`config.mk`:
```
export PLATFORM = sky130hd
export DESIGN_NAME = cpu_irq_timer_flat
export DESIGN_NICKNAME = d
export VERILOG_FILES = /design/src/rtl/cpu_irq_timer_if.sv /design/src/rtl/cpu_irq_timer.sv /design/src/flat_wrapper.sv
export SDC_FILE = /design/constraint.sdc
export NUM_CORES = 1
export LEC_CHECK = 0
export CAP_MARGIN = 10
export CORE_MARGIN = 2
export CORE_UTILIZATION = 35
export DETAILED_ROUTE_END_ITERATION = 7
export PLACE_DENSITY = 0.54
export SETUP_SLACK_MARGIN = 0.4
export SLEW_MARGIN = 20
export SYNTH_ARGS = -nofsm -noshare
export SYNTH_HDL_FRONTEND = slang
export SYNTH_SLANG_ARGS = --single-unit
```
`constraint.sdc`:
```
create_clock -name clk -period 2 [get_ports clk]
set_input_delay 0.4 -clock clk [delete_from_list [all_inputs] [get_ports clk]]
set_output_delay 0.4 -clock clk [all_outputs]
set_load 0.02 [all_outputs]
```
`src/rtl/cpu_irq_timer_if.sv`:
```
// Bus bundle between the cpu4510 data path (master) and the irq/nmi timer responder (slave).
// Carries the next-cycle decoded access plus the registered read data and interrupt levels.
interface cpu_irq_timer_if;
   logic       cs;
   logic [2:0] addr;
   logic       write;
   logic       ready;
   logic [7:0] data_i;
   logic [7:0] data_o;
   logic       irq;
   logic       nmi;

   modport master (output cs, addr, write, ready, data_i, input data_o, irq, nmi);
   modport slave  (input cs, addr, write, ready, data_i, output data_o, irq, nmi);
endinterface

```
`src/rtl/cpu_irq_timer.sv`:
```
// Memory-mapped interrupt source: reloadable 16-bit down-counter, software interrupt,
// flag/mask registers with read-to-clear, driving the CPU irq and nmi levels.
module cpu_irq_timer #(
   parameter int PRESCALE = 1
) (
   input  logic           clk,
   input  logic           reset,
   cpu_irq_timer_if.slave bus
);
   localparam logic [7:0] PMAX = 8'(PRESCALE - 1);

   logic [15:0] latch, counter, load_val;
   logic [7:0]  presc, cnt_hi_snap, rdata, rd_mux;
   logic        start, oneshot, nmi_route;
   logic [1:0]  mask;            // {sw, timer}
   logic        flag_t, flag_sw;
   logic        wr_acc, rd_acc, icr_rd, swi_set, load, tick, underflow;
   logic        irq_w, nmi_w;

   assign wr_acc  = bus.cs & bus.write & bus.ready;
   assign rd_acc  = bus.cs & ~bus.write & bus.ready;
   assign icr_rd  = rd_acc & (bus.addr == 3'd3);
   assign swi_set = wr_acc & (bus.addr == 3'd4) & bus.data_i[0];

   // A THI write while stopped loads with the incoming high byte, not the stale one.
   always_comb begin
      load     = 1'b0;
      load_val = latch;
      if (wr_acc && bus.addr == 3'd1 && !start) begin
         load     = 1'b1;
         load_val = {bus.data_i, latch[7:0]};
      end else if (wr_acc && bus.addr == 3'd2 && bus.data_i[2]) begin
         load = 1'b1;
      end
   end

   assign tick      = (presc == PMAX) & start;
   assign underflow = tick & ~load & (counter == 16'd0);

   assign irq_w        = (flag_t & mask[0] & ~nmi_route) | (flag_sw & mask[1]);
   assign nmi_w        = flag_t & mask[0] & nmi_route;
   assign bus.irq      = irq_w;
   assign bus.nmi      = nmi_w;
   assign bus.data_o   = rdata;

   always_comb begin
      rd_mux = 8'h00;
      case (bus.addr)
         3'd0: rd_mux = latch[7:0];
         3'd1: rd_mux = latch[15:8];
         3'd2: rd_mux = {4'b0, nmi_route, 1'b0, oneshot, start};
         3'd3: rd_mux = {irq_w | nmi_w, 5'b0, flag_sw, flag_t};
         3'd5: rd_mux = counter[7:0];
         3'd6: rd_mux = cnt_hi_snap;
         default: rd_mux = 8'h00;
      endcase
   end

   always_ff @(posedge clk or negedge reset) begin
      if (!reset) begin
         latch       <= 16'hFFFF;
         counter     <= 16'hFFFF;
         presc       <= 8'h00;
         start       <= 1'b0;
         oneshot     <= 1'b0;
         nmi_route   <= 1'b0;
         mask        <= 2'b00;
         flag_t      <= 1'b0;
         flag_sw     <= 1'b0;
         cnt_hi_snap <= 8'h00;
         rdata       <= 8'h00;
      end else begin
         presc <= (load || presc == PMAX) ? 8'h00 : presc + 8'd1;

         if (load)
            counter <= load_val;
         else if (tick)
            counter <= (counter == 16'd0) ? latch : counter - 16'd1;

         // A same-cycle CTRL write lands after the one-shot stop, so software has the last word.
         if (underflow && oneshot)
            start <= 1'b0;

         if (wr_acc) begin
            case (bus.addr)
               3'd0: latch[7:0]  <= bus.data_i;
               3'd1: latch[15:8] <= bus.data_i;
               3'd2: begin
                  start     <= bus.data_i[0];
                  oneshot   <= bus.data_i[1];
                  nmi_route <= bus.data_i[3];
               end
               3'd3: mask <= bus.data_i[7] ? (mask | bus.data_i[1:0])
                                           : (mask & ~bus.data_i[1:0]);
               default: ;
            endcase
         end

         // Set beats read-to-clear so an event landing on the ICR read is never lost.
         flag_t  <= underflow | (flag_t & ~icr_rd);
         flag_sw <= swi_set | (flag_sw & ~icr_rd);

         if (rd_acc) begin
            rdata <= rd_mux;
            if (bus.addr == 3'd5)
               cnt_hi_snap <= counter[15:8];
         end
      end
   end
endmodule

```
`src/flat_wrapper.sv`:
```
// flat-port wrapper written by rule: the top's interface ports become plain ports
module cpu_irq_timer_flat 
#(
   parameter int PRESCALE = 1
)
  (clk, reset, bus_cs, bus_addr, bus_write, bus_ready, bus_data_i, bus_data_o, bus_irq, bus_nmi);
  cpu_irq_timer_if bus_i ();
  input  logic clk;
  input  logic reset;
  input wire logic [$bits(bus_i.cs)-1:0] bus_cs;
  input wire logic [$bits(bus_i.addr)-1:0] bus_addr;
  input wire logic [$bits(bus_i.write)-1:0] bus_write;
  input wire logic [$bits(bus_i.ready)-1:0] bus_ready;
  input wire logic [$bits(bus_i.data_i)-1:0] bus_data_i;
  output wire logic [$bits(bus_i.data_o)-1:0] bus_data_o;
  output wire logic [$bits(bus_i.irq)-1:0] bus_irq;
  output wire logic [$bits(bus_i.nmi)-1:0] bus_nmi;
  assign bus_i.cs = bus_cs;
  assign bus_i.addr = bus_addr;
  assign bus_i.write = bus_write;
  assign bus_i.ready = bus_ready;
  assign bus_i.data_i = bus_data_i;
  assign bus_data_o = bus_i.data_o;
  assign bus_irq = bus_i.irq;
  assign bus_nmi = bus_i.nmi;
  cpu_irq_timer #(.PRESCALE(PRESCALE)) u_core (.clk(clk), .reset(reset), .bus(bus_i));
endmodule
```
=== Yosys cells after proc, flatten, opt, wreduce, memory -nomap -nowiden ===
Index checks and enable logic that the tools add are counted.

* Register bits: 63
* Output and inout port bits: 10

* $add $sub $neg: 2
* Equal/unequal tests: 6
* Muxes and demuxes: 12
* Bitwise gates (word level): 27
* Reductions and logical operators: 16

{| class="wikitable"
|+ Operators by type and width
! operator !! count
|-
| $mux W16 || 4
|-
| $pmux W8 S6 || 1
|-
| $and A1 B1 Y1 || 16
|-
| $logic_not A16 Y1 || 1
|-
| $sub A16 B1 Y16 const B || 1
|-
| $reduce_and A2 Y1 || 5
|-
| $eq A3 B3 Y1 const B || 3
|-
| $add A8 B1 Y8 const B || 1
|-
| $logic_not A8 Y1 || 1
|-
| $mux W8 || 1
|-
| $eq A3 B2 Y1 const B || 2
|-
| $logic_and A1 B1 Y1 || 5
|-
| $mux W1 || 5
|-
| $not A1 Y1 || 4
|-
| $or A1 B1 Y1 || 4
|-
| $eq A3 B1 Y1 const B || 1
|-
| $logic_not A3 Y1 || 1
|-
| $and A2 B2 Y2 || 1
|-
| $mux W2 || 1
|-
| $not A2 Y2 || 1
|-
| $or A2 B2 Y2 || 1
|-
| $reduce_bool A2 Y1 || 1
|-
| $logic_not A1 Y1 || 1
|-
| $logic_or A1 B1 Y1 || 1
|}

=== Logic depth before layout (Yosys ltp) ===
* Depth in word-level cells: 13
* Depth in mapped cells: 8

=== Worst setup path after synthesis ===
No wires, ideal clock.

* Path type: register to register
* Start: reg u_core.counter[2]
* End: reg u_core.counter[6]
* Arrival time: 1710 ps
* Data required time: 1910 ps
* Path slack: 200 ps
* Stages on the path, launching flop included: 8
* Path buffers: 2
* Period minus slack after synthesis: 1800 ps
* Cell sequence: dfstp_2 > buf_6 > nor4_4 > nand4_2 > buf_6 > a21o_1 > a32oi_1 > o41ai_1

* Word-level cells in the longest chain between the ends: 4
* Elaborated cells on any way between the ends: 5

{| class="wikitable"
|+ Ends and longest elaborated chain
! what !! RTL line !! text
|-
| start, declared || cpu_irq_timer.sv:12 || <nowiki>logic [15:0] latch, counter, load_val;</nowiki>
|-
| start signal, assigned || cpu_irq_timer.sv:76 || <nowiki>counter <= load_val;</nowiki>
|-
| start signal, assigned || cpu_irq_timer.sv:78 || <nowiki>counter <= (counter == 16'd0) ? latch : counter - 16'd1;</nowiki>
|-
| $sub A16 B1 Y16 or $logic_not A16 Y1 (tied branches) || cpu_irq_timer.sv:78 ||
|-
| $mux W16 * || cpu_irq_timer.sv:78 ||
|-
| $mux W16 * || cpu_irq_timer.sv:77 || <nowiki>else if (tick)</nowiki>
|-
| $mux W16 * || cpu_irq_timer.sv:75 || <nowiki>if (load)</nowiki>
|}

Mark *: on every way between the ends. The rest lies on a longest branch, timed or not. The select of a mux whose other input is x is not followed.
A chain may end at the register's enable or synchronous reset.

=== Final worst setup path ===
* Start: reg u_core.presc[7]
* End: reg u_core.counter[13]

* Word-level cells in the longest chain between the ends: 3

{| class="wikitable"
|+ Ends and longest elaborated chain
! what !! RTL line !! text
|-
| start, declared || cpu_irq_timer.sv:13 || <nowiki>logic [7:0] presc, cnt_hi_snap, rdata, rd_mux;</nowiki>
|-
| start signal, assigned || cpu_irq_timer.sv:73 || <nowiki>presc <= (load || presc == PMAX) ? 8'h00 : presc + 8'd1;</nowiki>
|-
| $logic_not A8 Y1 || cpu_irq_timer.sv:37 || <nowiki>assign tick = (presc == PMAX) & start;</nowiki>
|-
| $and A1 B1 Y1 || cpu_irq_timer.sv:37 ||
|-
| $reduce_bool A2 Y1 (no line) || - ||
|}

No other way between the ends.

==> impl_metrics.py <==
metrics = {
    "run_status": {
        "status": "complete, no violations",
    },
    "detailed_routing": {
        "topRoutingLayerUsed": "met4",
        "routed-wl-met3_um": 700,
        "drc": 0,
        "num_vias": 3198,
        "ant_nets": 0,
        "vias_per_cell": 5.49,
        "drt-initial-drc-count": 243,
        "drt-wirelength-per-cell_um": 19.0,
        "drt-pass1-iter-count": 4,
        "drt-met1-wl_um": 4870,
        "drt_wl_total_um": 11000,
        "route.met2.wl_um": 5220,
    },
    "clocking": {
        "cts_tree": "done",
        "h-tree-depth": 3,
        "clkTransAtPathRegs_ns": 0.08,
        "cts_buffers": 9,
        "cts_buffer_depth": 2,
        "worst_skew_pair.late_latency_ns": 0.36,
        "clkSinkCount": 63,
        "root_buffer": "clkbuf_8",
    },
    "yosys": {
        "synth_most_common_cell": "nand2_1",
        "synth_top_area_share_pct": 22.9,
        "synth_top_flop_cell": "dfstp_2",
        "synth.avg_cell_area_um2": 10.1,
        "synth.distinct_cells": 62,
        "synth_nets": 384,
        "async_flop_share_pct": 100,
        "synth_area_um2": 3680,
        "yosysTopAreaCell": "dfstp_2",
        "ys_seq_area_share_pct": 44.0,
        "synth_commonest_cells": "40 x nand2_1, 32 x dfstp_2, 31 x dfrtp_1, 31 x nor2_1, 23 x mux2_2",
        "synth_cells": 364,
        "synth_top_cells_by_area": "dfstp_2 23%, dfrtp_1 21%, mux2_2 7.0%, nand2_1 4.1%, nor2_1 3.2%",
        "ys_seq_elements": 63,
        "synth_edf_count": 0,
        "ys_warn_count": 0,
    },
    "layout": {
        "antenna_cells": 0,
        "seq_area_um2": 1620,
        "nFillCells": 1027,
        "final_core_util_pct": 48.1,
        "syn2layout_area_growth_pct": 34.4,
        "final_nets": 462,
        "multi_input_area_um2": 2160,
        "stdcell_count": 583,
        "fin_area_um2": 4940,
        "drive_gt1_share_pct": 41.4,
    },
    "power": {
        "power_mw": 5.00,
        "power_per_cell_area_nw_per_um2": 1010,
        "leakagePower_nw": 2.07,
        "vdd_ir_drop_max_mv": 0.462,
    },
    "floorplan": {
        "initial_core_util_pct": 35.8,
        "ios": 26,
        "rows": 37,
        "chipHeight_um": 107,
        "dieArea_um2": 11300,
        "die_w_um": 107,
        "coreArea_um2": 10300,
    },
    "setup_path": {
        "cp_data_required_time_ns": 2.27,
        "regToRegEndpoint": "u_core.counter[13]$_DFFE_PN1P_",
        "cp_slowest_cell": "dfrtp_1",
        "critPathMaxFanout": 6,
        "cp.arrival_ns": 2.03,
        "cp-start-kind": "flip-flop",
        "cp-end-kind": "flip-flop",
        "cp_num_buf_inv": 0,
        "r2r_setup_slack_ns": 0.24,
        "r2r_start": "u_core.presc[7]$_DFF_PN0_",
        "reg2reg_depth": 5,
        "path_delay_family": "compound AO/OA/AOI/OAI gates",
        "cp_cell_sequence": "nor4_4 -> nand4_4 -> a21o_4 -> a211o_1 -> o211ai_1",
        "max_stage_delay_ns": 0.42,
        "path_class": "flip-flop to flip-flop",
    },
    "place": {
        "dp_cells": 557,
        "numPortBuffers": 25,
        "place_area_um2": 4420,
        "dp_slack_ns": -0.263,
        "dp_hpwl_um": 8000,
        "gp_congestion": 0.982,
    },
    "grt": {
        "grt_pass1_wl_um": 17800,
        "antenna_found_initial": 0,
        "grt_pass1_vias": 3175,
        "grt_max_degree": 64,
        "gr-total-overflow": 0,
        "grt.total_usage_pct": 20.7,
    },
    "timing": {
        "max_slew_margin_pct": 67.0,
        "whs_ns": 0.0139,
        "fin_crit_sh_pct": 88.0,
        "maxSlewViolCount": 0,
        "tns_ns": 0,
        "finalSetupViolCount": 0,
        "tightest_slew_ns": 0.492,
        "fin_skew_ns": 0.0133,
        "max_freq_mhz": 568,
        "rsz0062_at_grt": "true",
        "setup_slack_ns": 0.240,
        "hold_violations": 0,
        "finalCriticalPeriod_ns": 1.76,
    },
    "min_path": {
        "hold_class": "primary input to async pin",
    },
    "run": {
        "drv_cap": 0,
    },
}
cells in the final DEF (no fill, tap or decap), types with 4 or more instances in the layout:
cell type / synthesis / routed
a22o_1: 9 / 9
buf_4: 0 / 47
nor4_4: 3 / 4
clkbuf_8: 3 / 9
xnor2_1: 5 / 5
dfrtp_1: 31 / 31
dlygate4sd2_1: 0 / 11
xor2_1: 8 / 8
nor2_1: 31 / 20
mux2_2: 23 / 23
a21oi_1: 12 / 12
nor2_4: 0 / 8
o22ai_1: 8 / 8
o21ai_0: 22 / 20
nor2b_1: 5 / 5
nand3_1: 17 / 15
buf_6: 2 / 10
and3_1: 6 / 4
clkdlybuf4s50_1: 0 / 8
a31oi_1: 9 / 7
nor3_1: 5 / 5
nand2_1: 40 / 39
dfstp_2: 32 / 32
mux2i_1: 10 / 10
inv_1: 8 / 6
a32oi_1: 6 / 6
cell type report:
| class | count | area share (%) |
|---|---|---|
| clock inverter | 6 | 1.24 |
| tap | 136 | 3.44 |
| timing repair buffer | 85 | 15.6 |
| clock buffer | 10 | 2.58 |
| inverter | 8 | 0.608 |
| sequential | 63 | 32.7 |
| multi-input combinational | 275 | 43.8 |
sequential cells by signal (all words and copies together) (netlist names), named ones only:
signal              flops
u_core.flag_t           1
u_core.flag_sw          1
u_core.bus.data_o       8
u_core.counter         16
u_core.start            1
u_core.latch           16
u_core.oneshot          1
u_core.cnt_hi_snap      8
u_core.presc            8
u_core.nmi_route        1
worst register-to-register path: cells and delay by family (launching register included):
kind             cells  cell delay [ns]
AO/OA/AOI/OAI        3             0.68
AND/OR/NAND/NOR      2             0.59
flip-flops           1             0.42
layer usage:
metal	GRT usage [%]	up-vias
met5	0	-
met4	7.98	0
met3	4.66	20
met2	32.9	98
met1	27.3	1575
li1	-	1505
report_power, final:
part	switching, mW	internal (mW)	total (mW)
sequential	0.449	1.75	2.20
clock	0.542	0.571	1.11
combinational	0.856	0.832	1.69
worst max path at each step:
stage	to	slack (ns)	cells past startpoint	from
floorplan	u_core.counter[6]$_DFFE_PN1P_	0.28	6	u_core.counter[4]$_DFFE_PN1P_
global placement	u_core.counter[11]$_DFFE_PN1P_	-0.27	5	bus_addr[0]
detailed placement	u_core.counter[11]$_DFFE_PN1P_	-0.26	5	bus_addr[0]
CTS	u_core.counter[11]$_DFFE_PN1P_	0.25	8	u_core.counter[1]$_DFFE_PN1P_
global route	u_core.counter[6]$_DFFE_PN1P_	0.17	8	u_core.counter[1]$_DFFE_PN1P_
finish	u_core.counter[13]$_DFFE_PN1P_	0.24	5	u_core.presc[7]$_DFF_PN0_
cells by family after synthesis:
logic type / share of synthesized area [%]
AOI/OAI and AO/OA: 16.6
xor gates and xnor gates: 3.10
adders and majority gates: 1.36
buffers and inverters: 4.15
DFF: 44.0
muxes: 10.4
and+or+nand+nor: 20.4
what timing repair did:
action	CTS	global route
cloned	1	0
resized for setup	53	29
buffers inserted	9	0
hold buffers	0	0
pin swaps	18	9
endpoints found under the setup margin	67	50
Power figures use the tool's default switching activity.
